--- src/rtl/vga_sync_gen.sv ---
// vga_sync_gen
//   VGA raster timing generator for the Pong display. A clock divider turns
//   clk into a pixel rate; horizontal/vertical counters walk the raster and
//   registered decodes produce hsync, vsync and the active-video flag. All
//   outputs are registered and the sync/video decodes are taken from the
//   next-state counter values, so every output in a given cycle describes
//   the same (hcount, vcount) position.
//
// Ports
//   clk          in   system clock
//   reset        in   synchronous, active-high
//   hcount[9:0]  out  current pixel column, 0..H_TOTAL-1
//   vcount[9:0]  out  current line, 0..V_TOTAL-1
//   hsync        out  horizontal sync, asserted level = SYNC_POL
//   vsync        out  vertical sync, asserted level = SYNC_POL
//   video_on     out  high while (hcount, vcount) is in the visible area
//   pix_tick     out  one-clk strobe on the first clk of each new pixel
//   frame_start  out  one-clk strobe on the first clk of (0,0) after a wrap

module vga_sync_gen #(
  parameter int CLK_DIV  = 2,
  parameter int H_ACTIVE = 640,
  parameter int H_FP     = 16,
  parameter int H_SYNC   = 96,
  parameter int H_BP     = 48,
  parameter int V_ACTIVE = 480,
  parameter int V_FP     = 10,
  parameter int V_SYNC   = 2,
  parameter int V_BP     = 33,
  parameter bit SYNC_POL = 1'b0
) (
  input  logic       clk,
  input  logic       reset,
  output logic [9:0] hcount,
  output logic [9:0] vcount,
  output logic       hsync,
  output logic       vsync,
  output logic       video_on,
  output logic       pix_tick,
  output logic       frame_start
);

  localparam int H_TOTAL = H_ACTIVE + H_FP + H_SYNC + H_BP;
  localparam int V_TOTAL = V_ACTIVE + V_FP + V_SYNC + V_BP;

  // A one-clk divider still needs a 1-bit counter that simply stays at 0.
  localparam int DIV_W = (CLK_DIV > 1) ? $clog2(CLK_DIV) : 1;
  localparam logic [DIV_W-1:0] DIV_LAST = DIV_W'(CLK_DIV - 1);

  localparam logic [9:0] H_LAST     = 10'(H_TOTAL - 1);
  localparam logic [9:0] V_LAST     = 10'(V_TOTAL - 1);
  localparam logic [9:0] H_VIS_END  = 10'(H_ACTIVE);
  localparam logic [9:0] V_VIS_END  = 10'(V_ACTIVE);
  localparam logic [9:0] HS_FIRST   = 10'(H_ACTIVE + H_FP);
  localparam logic [9:0] HS_LAST    = 10'(H_ACTIVE + H_FP + H_SYNC - 1);
  localparam logic [9:0] VS_FIRST   = 10'(V_ACTIVE + V_FP);
  localparam logic [9:0] VS_LAST    = 10'(V_ACTIVE + V_FP + V_SYNC - 1);

  localparam logic SYNC_ON  = SYNC_POL;
  localparam logic SYNC_OFF = ~SYNC_POL;

  if (CLK_DIV < 1 || H_TOTAL > 1024 || V_TOTAL > 1024) begin : g_param_check
    $error("vga_sync_gen: CLK_DIV must be >= 1 and H_TOTAL/V_TOTAL <= 1024");
  end

  logic [DIV_W-1:0] div_cnt;
  logic             advance;
  logic             h_wrap;
  logic             v_wrap;
  logic             frame_wrap;
  logic [9:0]       h_next;
  logic [9:0]       v_next;
  logic             hs_next;
  logic             vs_next;
  logic             vo_next;

  // Next raster position. When no advance is due the counters hold, so the
  // decodes below can be driven from h_next/v_next on every clk.
  always_comb begin
    // NOTE: every signal gets a default before any branch so no latch is inferred.
    advance    = (div_cnt == DIV_LAST);
    h_wrap     = (hcount == H_LAST);
    v_wrap     = (vcount == V_LAST);
    frame_wrap = advance && h_wrap && v_wrap;
    h_next     = hcount;
    v_next     = vcount;
    if (advance) begin
      if (h_wrap) begin
        h_next = '0;
        v_next = v_wrap ? '0 : vcount + 10'd1;
      end else begin
        h_next = hcount + 10'd1;
      end
    end
  end

  // Window decodes on the position the counters are about to hold.
  always_comb begin
    hs_next = ((h_next >= HS_FIRST) && (h_next <= HS_LAST)) ? SYNC_ON : SYNC_OFF;
    vs_next = ((v_next >= VS_FIRST) && (v_next <= VS_LAST)) ? SYNC_ON : SYNC_OFF;
    vo_next = (h_next < H_VIS_END) && (v_next < V_VIS_END);
  end

  always_ff @(posedge clk) begin
    // NOTE: non-blocking assignments keep every register sampling pre-edge values.
    if (reset) begin
      div_cnt     <= '0;
      hcount      <= '0;
      vcount      <= '0;
      hsync       <= SYNC_OFF;
      vsync       <= SYNC_OFF;
      video_on    <= 1'b1;
      pix_tick    <= 1'b0;
      frame_start <= 1'b0;
    end else begin
      div_cnt     <= advance ? '0 : div_cnt + 1'b1;
      hcount      <= h_next;
      vcount      <= v_next;
      hsync       <= hs_next;
      vsync       <= vs_next;
      video_on    <= vo_next;
      pix_tick    <= advance;
      // Only a wrap out of the last pixel of a frame can reach (0,0) on an
      // advance, so the first frame after reset never raises this.
      frame_start <= frame_wrap;
    end
  end

endmodule

--- config.mk ---
export PLATFORM = sky130hd
export DESIGN_NAME = vga_sync_gen
export DESIGN_NICKNAME = d
export VERILOG_FILES = /design/src/rtl/vga_sync_gen.sv
export SDC_FILE = /design/constraint.sdc
export NUM_CORES = 1
export LEC_CHECK = 0
export BUFFER_PORTS_ARGS = -buffer_cell sky130_fd_sc_hd__buf_2
export CAP_MARGIN = 10
export CELL_PAD_IN_SITES_DETAIL_PLACEMENT = 1
export CELL_PAD_IN_SITES_GLOBAL_PLACEMENT = 1
export CORE_ASPECT_RATIO = 1.1
export CORE_MARGIN = 2
export CORE_UTILIZATION = 43
export DETAILED_ROUTE_END_ITERATION = 12
export PLACE_DENSITY_LB_ADDON = 0.1
export SLEW_MARGIN = 10
export SYNTH_ARGS = -nofsm -noshare
export SYNTH_HDL_FRONTEND = slang
export SYNTH_SLANG_ARGS = --single-unit
--- constraint.sdc ---
create_clock -name clk -period 6.6 [get_ports clk]
set_input_delay 1.32 -clock clk [delete_from_list [all_inputs] [get_ports clk]]
set_output_delay 1.32 -clock clk [all_outputs]
set_load 0.02 [all_outputs]
=== Word level (Yosys, flattened, before mapping) ===
Cells that the tools add are included.

* Magnitude comparators: 6
* Equality and inequality tests: 2
* Mux-type cells: 7
* Add/sub/neg operators: 3
* Reduce and logical (&&, ||, !) cells: 6

{| class="wikitable"
|+ Operators with widths
! kind !! count
|-
| 10-bit 2-to-1 mux || 5
|-
| 10-bit by 1-bit adder with 10-bit output, second input constant || 2
|-
| 10-bit equality test, second input constant || 2
|-
| 10-bit greater-or-equal comparator, second input constant || 1
|-
| 10-bit by 9-bit greater-or-equal comparator with 1-bit output, second input constant || 1
|-
| 10-bit less-or-equal comparator, second input constant || 1
|-
| 10-bit by 9-bit less-or-equal comparator with 1-bit output, second input constant || 1
|-
| 10-bit less-than comparator, second input constant || 1
|-
| 10-bit by 9-bit less-than comparator with 1-bit output, second input constant || 1
|-
| 1-bit logical AND || 5
|-
| 1-bit 2-to-1 mux || 2
|-
| 2-bit OR reduction || 1
|-
| 1-bit adder, second input constant || 1
|}

* Input bits: 2
* Register bits: 26

=== Depth between registers and ports, before layout ===
* Word-level depth: 7
* Depth in mapped cells: 8
* Mapped depth without buffers: 7

=== Worst setup path after synthesis ===
OpenSTA, ideal clock, no wires.

* Path type: flip-flop to flip-flop
* From: reg hcount[0]
* To: reg vsync
* Period minus slack after synthesis: 2.277 ns
* Path buffers: 0
* Library setup time: 0.133 ns
* Cell stages (with the launch flop): 7
* Required time: 6.467 ns
* Slack: 4.323 ns
* Arrival: 2.144 ns
* Cell sequence: dfxtp_1 > ha_1 > nand4_1 > or3_4 > or4_4 > a221oi_2 > nand4_1

* Word-level cells in the longest chain between the ends: 6
* Elaborated cells on any way between the ends: 7
* Classes of those cells: order compare: 2; eq/ne: 1; mux: 3; reduce/logical: 1

{| class="wikitable"
|+ RTL lines
! element !! RTL line !! text
|-
| start: declaration || 34 || <nowiki>output logic [9:0] hcount,</nowiki>
|-
| start signal: assignment || 117 || <nowiki>hcount <= h_next;</nowiki>
|-
| 10-bit equality test (*) || 82 || <nowiki>h_wrap = (hcount == H_LAST);</nowiki>
|-
| 10-bit 2-to-1 mux (*) || 88 || <nowiki>if (h_wrap) begin</nowiki>
|-
| 10-bit 2-to-1 mux (*) || 87 || <nowiki>if (advance) begin</nowiki>
|-
| 10-bit by 9-bit greater-or-equal comparator with 1-bit output or 10-bit by 9-bit less-or-equal comparator with 1-bit output (tied branches) || 100 || <nowiki>vs_next = ((v_next >= VS_FIRST) && (v_next <= VS_LAST)) ? SYNC_ON : SYNC_OFF;</nowiki>
|-
| 1-bit logical AND (*) || 100 ||
|-
| 1-bit 2-to-1 mux (*) || 100 ||
|-
| end signal: assignment || 120 || <nowiki>vsync <= vs_next;</nowiki>
|-
| end: declaration || 37 || <nowiki>output logic vsync,</nowiki>
|}

Every way passes the cells marked *; elsewhere a longest branch is shown, timed or not.
A chain may end at the register's enable or synchronous reset.

=== Worst setup path after layout ===
* From: reg vcount[2]
* To: out vcount[2]

{| class="wikitable"
|+ RTL lines
! element !! RTL line !! text
|-
| start: declaration || 35 || <nowiki>output logic [9:0] vcount,</nowiki>
|-
| start signal: assignment || 118 || <nowiki>vcount <= v_next;</nowiki>
|}

No word-level cell between the ends.

==> flow_metrics.tcl <==
set metrics [dict create \
    status "finished, final reports clean" \
    synthDistinctLibCells 45 \
    drive_above_1_share 0.193 \
    leakagePower_nw 0.576 \
    number_of_enable_type_register_cells_in_the_synthesized_netlist 0 \
    route.vias.total 1281 \
    p_sw_mw 0.0578 \
    finalSetupViolations 0 \
    p_comb_frac 0.031 \
    dp_slack_ns 4.22 \
    final_nets 187 \
    grt_setup_unrepaired "false" \
    regToRegEndpoint "vsync" \
    path_class "flip-flop to output port" \
    power.internal_mw 0.223 \
    drcViolationCount 0 \
    cts_setup_buffers 0 \
    cts-hold-fix-buffers 0 \
    final_setup_tns_ns 0 \
    timing.fmax_ghz 0.405 \
    cts.sinks 26 \
    seqPwrFrac 0.574 \
    final.setup_skew_ns 0.0108 \
    postRouteWirelength_um 3590 \
    place.detailed.instances 211 \
    cells_after_synthesis 160 \
    cp_cell_sequence "buf_2" \
    post_layout_total_power_mw 0.281 \
    area.sequential_sq_um 520 \
    root_buffer "sky130_fd_sc_hd__clkbuf_4" \
    cts_tree "yes" \
    worst_r2r_path_depth 6 \
    ctsHtreeMaxLevel 1 \
    detailed_place.area_sq_mm 0.00149 \
    clkSlewWorstSetupHoldPaths_ns 0.15 \
    synth.top_cells.by_area "sky130_fd_sc_hd__dfxtp_1 (38%), sky130_fd_sc_hd__nor2_1 (5.2%), sky130_fd_sc_hd__nand4_1 (3.7%)" \
    worst-endpoint-required_ns 5.28 \
    detail_route.vias_per_cell 5.96 \
    clock_insertion_delay_worst_skew_ns 0.33 \
    power-per-cell-area_mw_per_mm2 182 \
    reg2reg_from "hcount[0]" \
    final_critical_path_setup_slack_ns 4.13 \
    cts_max_path_buffers 2 \
    initial_core_util 0.448 \
    fp.coreArea_sq_mm 0.00305 \
    ys_dominant_reg_cell "sky130_fd_sc_hd__dfxtp_1" \
    yosysTopAreaCellShare 0.381 \
    drtAntennaViolNets 0 \
    multi_input_area_sq_um 785 \
    min-delay-path-class "flip-flop to flip-flop" \
    detailedPlacementHpwl_um 2650 \
    holdPathStages 1 \
    numPortBuffers 26 \
    yosysSeqAreaShare 0.381 \
    final.fill_count 398 \
    switching_share 0.206 \
    maximum_fanout_along_the_worst_path 12 \
    period_share 0.374 \
    cts.repair.resized 0 \
    crit_buf_inv 1 \
    grt_pass1_vias 1280 \
    die_h_um 63.1 \
    final_cell_area_sq_mm 0.00155 \
    worstSetupEndpointType "output port" \
    worst_ep_arrival_time_ns 1.15 \
    slowest_delay_ns 0.59 \
    first_pass_grt_wire_length_um 5880 \
    die_width_um 57.7 \
    post_synth.cell_area_avg_sq_um 8.53 \
    firstDrtPassIters 3 \
    synth_seq_cells 26 \
    timing.final.crit_period_ns 2.47 \
    antenna_found_initial 0 \
    max_slew_margin 0.643 \
    finish.cell_count_without_fillers 215 \
    mappedNetlistNets 165 \
    synthArstFlopShare 0 \
    gp_routability_congestion 0.732 \
    regToRegSetupSlack_ns 4.19 \
    finalMaxSlewViolations 0 \
    max_slew.worst_pin.slew_ns 0.534 \
    maxCapViolations 0 \
    numCtsBuffers 3 \
    hold_viol 0 \
    areaGrowthSynthToFinish_pct 13.2 \
    antennaDiodeCount 0 \
    drt_iter0_drc 28 \
    critical-path-slowest-cell "sky130_fd_sc_hd__dfxtp_1" \
    post_synth_instance_area_sq_mm 0.00137 \
    globalRouteTotalUtil 0.205 \
    ioPinCount 27 \
    overflow 0 \
    grt_max_degree 24 \
    synth_warn 0 \
    peakVddDrop_mv 0.115 \
    setup.worst_path.start_class "flip-flop" \
    hold_end "hcount[1]" \
    hold_start "hcount[1]" \
    floorplan.rows 21 \
    detail_routed_net_length_per_standard_cell_um 16.7 \
    fp.dieArea_sq_mm 0.00364 \
    critical-path-top-delay-family "flip-flops" \
    p_clk_frac 0.395 \
    yosysTopAreaCell "sky130_fd_sc_hd__dfxtp_1" \
]
-- how the worst max path moves through the flow --
stage | startpoint | endpoint | slack [ns] | cells past startpoint
2_1_floorplan | hcount[0] | vsync | 4.32 | 6
3_3_place_gp | hcount[0] | vsync | 4.27 | 6
3_5_place_dp | hcount[0] | vsync | 4.22 | 6
4_1_cts | vcount[2] | vcount[2] | 4.12 | 1
5_1_grt | advance | vsync | 4.05 | 5
6_report | vcount[2] | vcount[2] | 4.13 | 1
-- synthesized netlist by cell type (all sizes together) (3+ instances only) --
cell    instances
or4             3
xnor2           4
and2            3
buf             5
xor2            5
nand2           6
o21ai           6
a21oi           8
nand3           7
nor3           10
dfxtp          26
ha              3
nand4           8
or3             3
nor2b           4
o31ai           3
clkbuf          4
inv             4
nor2           19
-- per-stage QoR --
step / util / hold WS, ns
finish: 0.507 / 0.555
global route: 0.507 / 0.592
CTS: 0.507 / 0.559
detailed placement: 0.490 / 0.521
global placement: 0.490 / 0.511
floorplan: - / 0.570
-- placed cells by master, fill, tap and decap left out, drive strengths merged, types with 4 or more instances in the layout --
master,n
dfxtp,26
buf,26
nor2,19
nor3,10
nand4,8
a21oi,8
nand3,7
nand2,6
o21ai,6
xor2,5
inv,4
nor2b,4
xnor2,4
-- sequential cells by signal (all words and copies together), names as in the netlist --
signal       count
hsync            1
frame_start      1
hcount          10
pix_tick         1
vcount          10
vsync            1
advance          1
video_on         1
-- logic make-up (layout without fill, tap and decap cells) --
logic type | Yosys count | in the layout | synth area share
adders and majority gates | 3 | 3 | 0.0275
muxes | 2 | 2 | 0.0147
DFF | 26 | 26 | 0.381
buffers and inverters | 13 | 34 | 0.0440
AOI/OAI and AO/OA | 31 | 31 | 0.160
xor gates and xnor gates | 9 | 9 | 0.0577
and+or+nand+nor | 76 | 76 | 0.314
-- power groups by stage --
stage | Sequential, mW | Clock, mW | Combinational [mW]
final | 0.161 | 0.111 | 0.00879
after global routing | 0.162 | 0.119 | 0.00975
after CTS | 0.161 | 0.114 | 0.00892
after detailed placement | 0.165 | 0 | 0.00897
after floorplan | 0.165 | 0 | 0.00571
after global placement | 0.164 | 0 | 0.00862
-- per-layer routing --
layer	part of all wire	vias to the layer above	track usage
met3	0.020	6	0.0226
met1	0.49	622	0.276
met4	0.013	0	0.0669
li1	-	635	-
met2	0.47	18	0.338
met5	0	-	0
-- layout make-up --
class,count,share of cell area
sequential,26,0.337
tap,34,0.0275
clock inverter,1,0.0194
inverter,4,0.00972
clock buffer,3,0.0146
multi-input combinational,121,0.508
timing repair buffer,26,0.0842
Note: power is estimated with default switching activity, not from simulation.
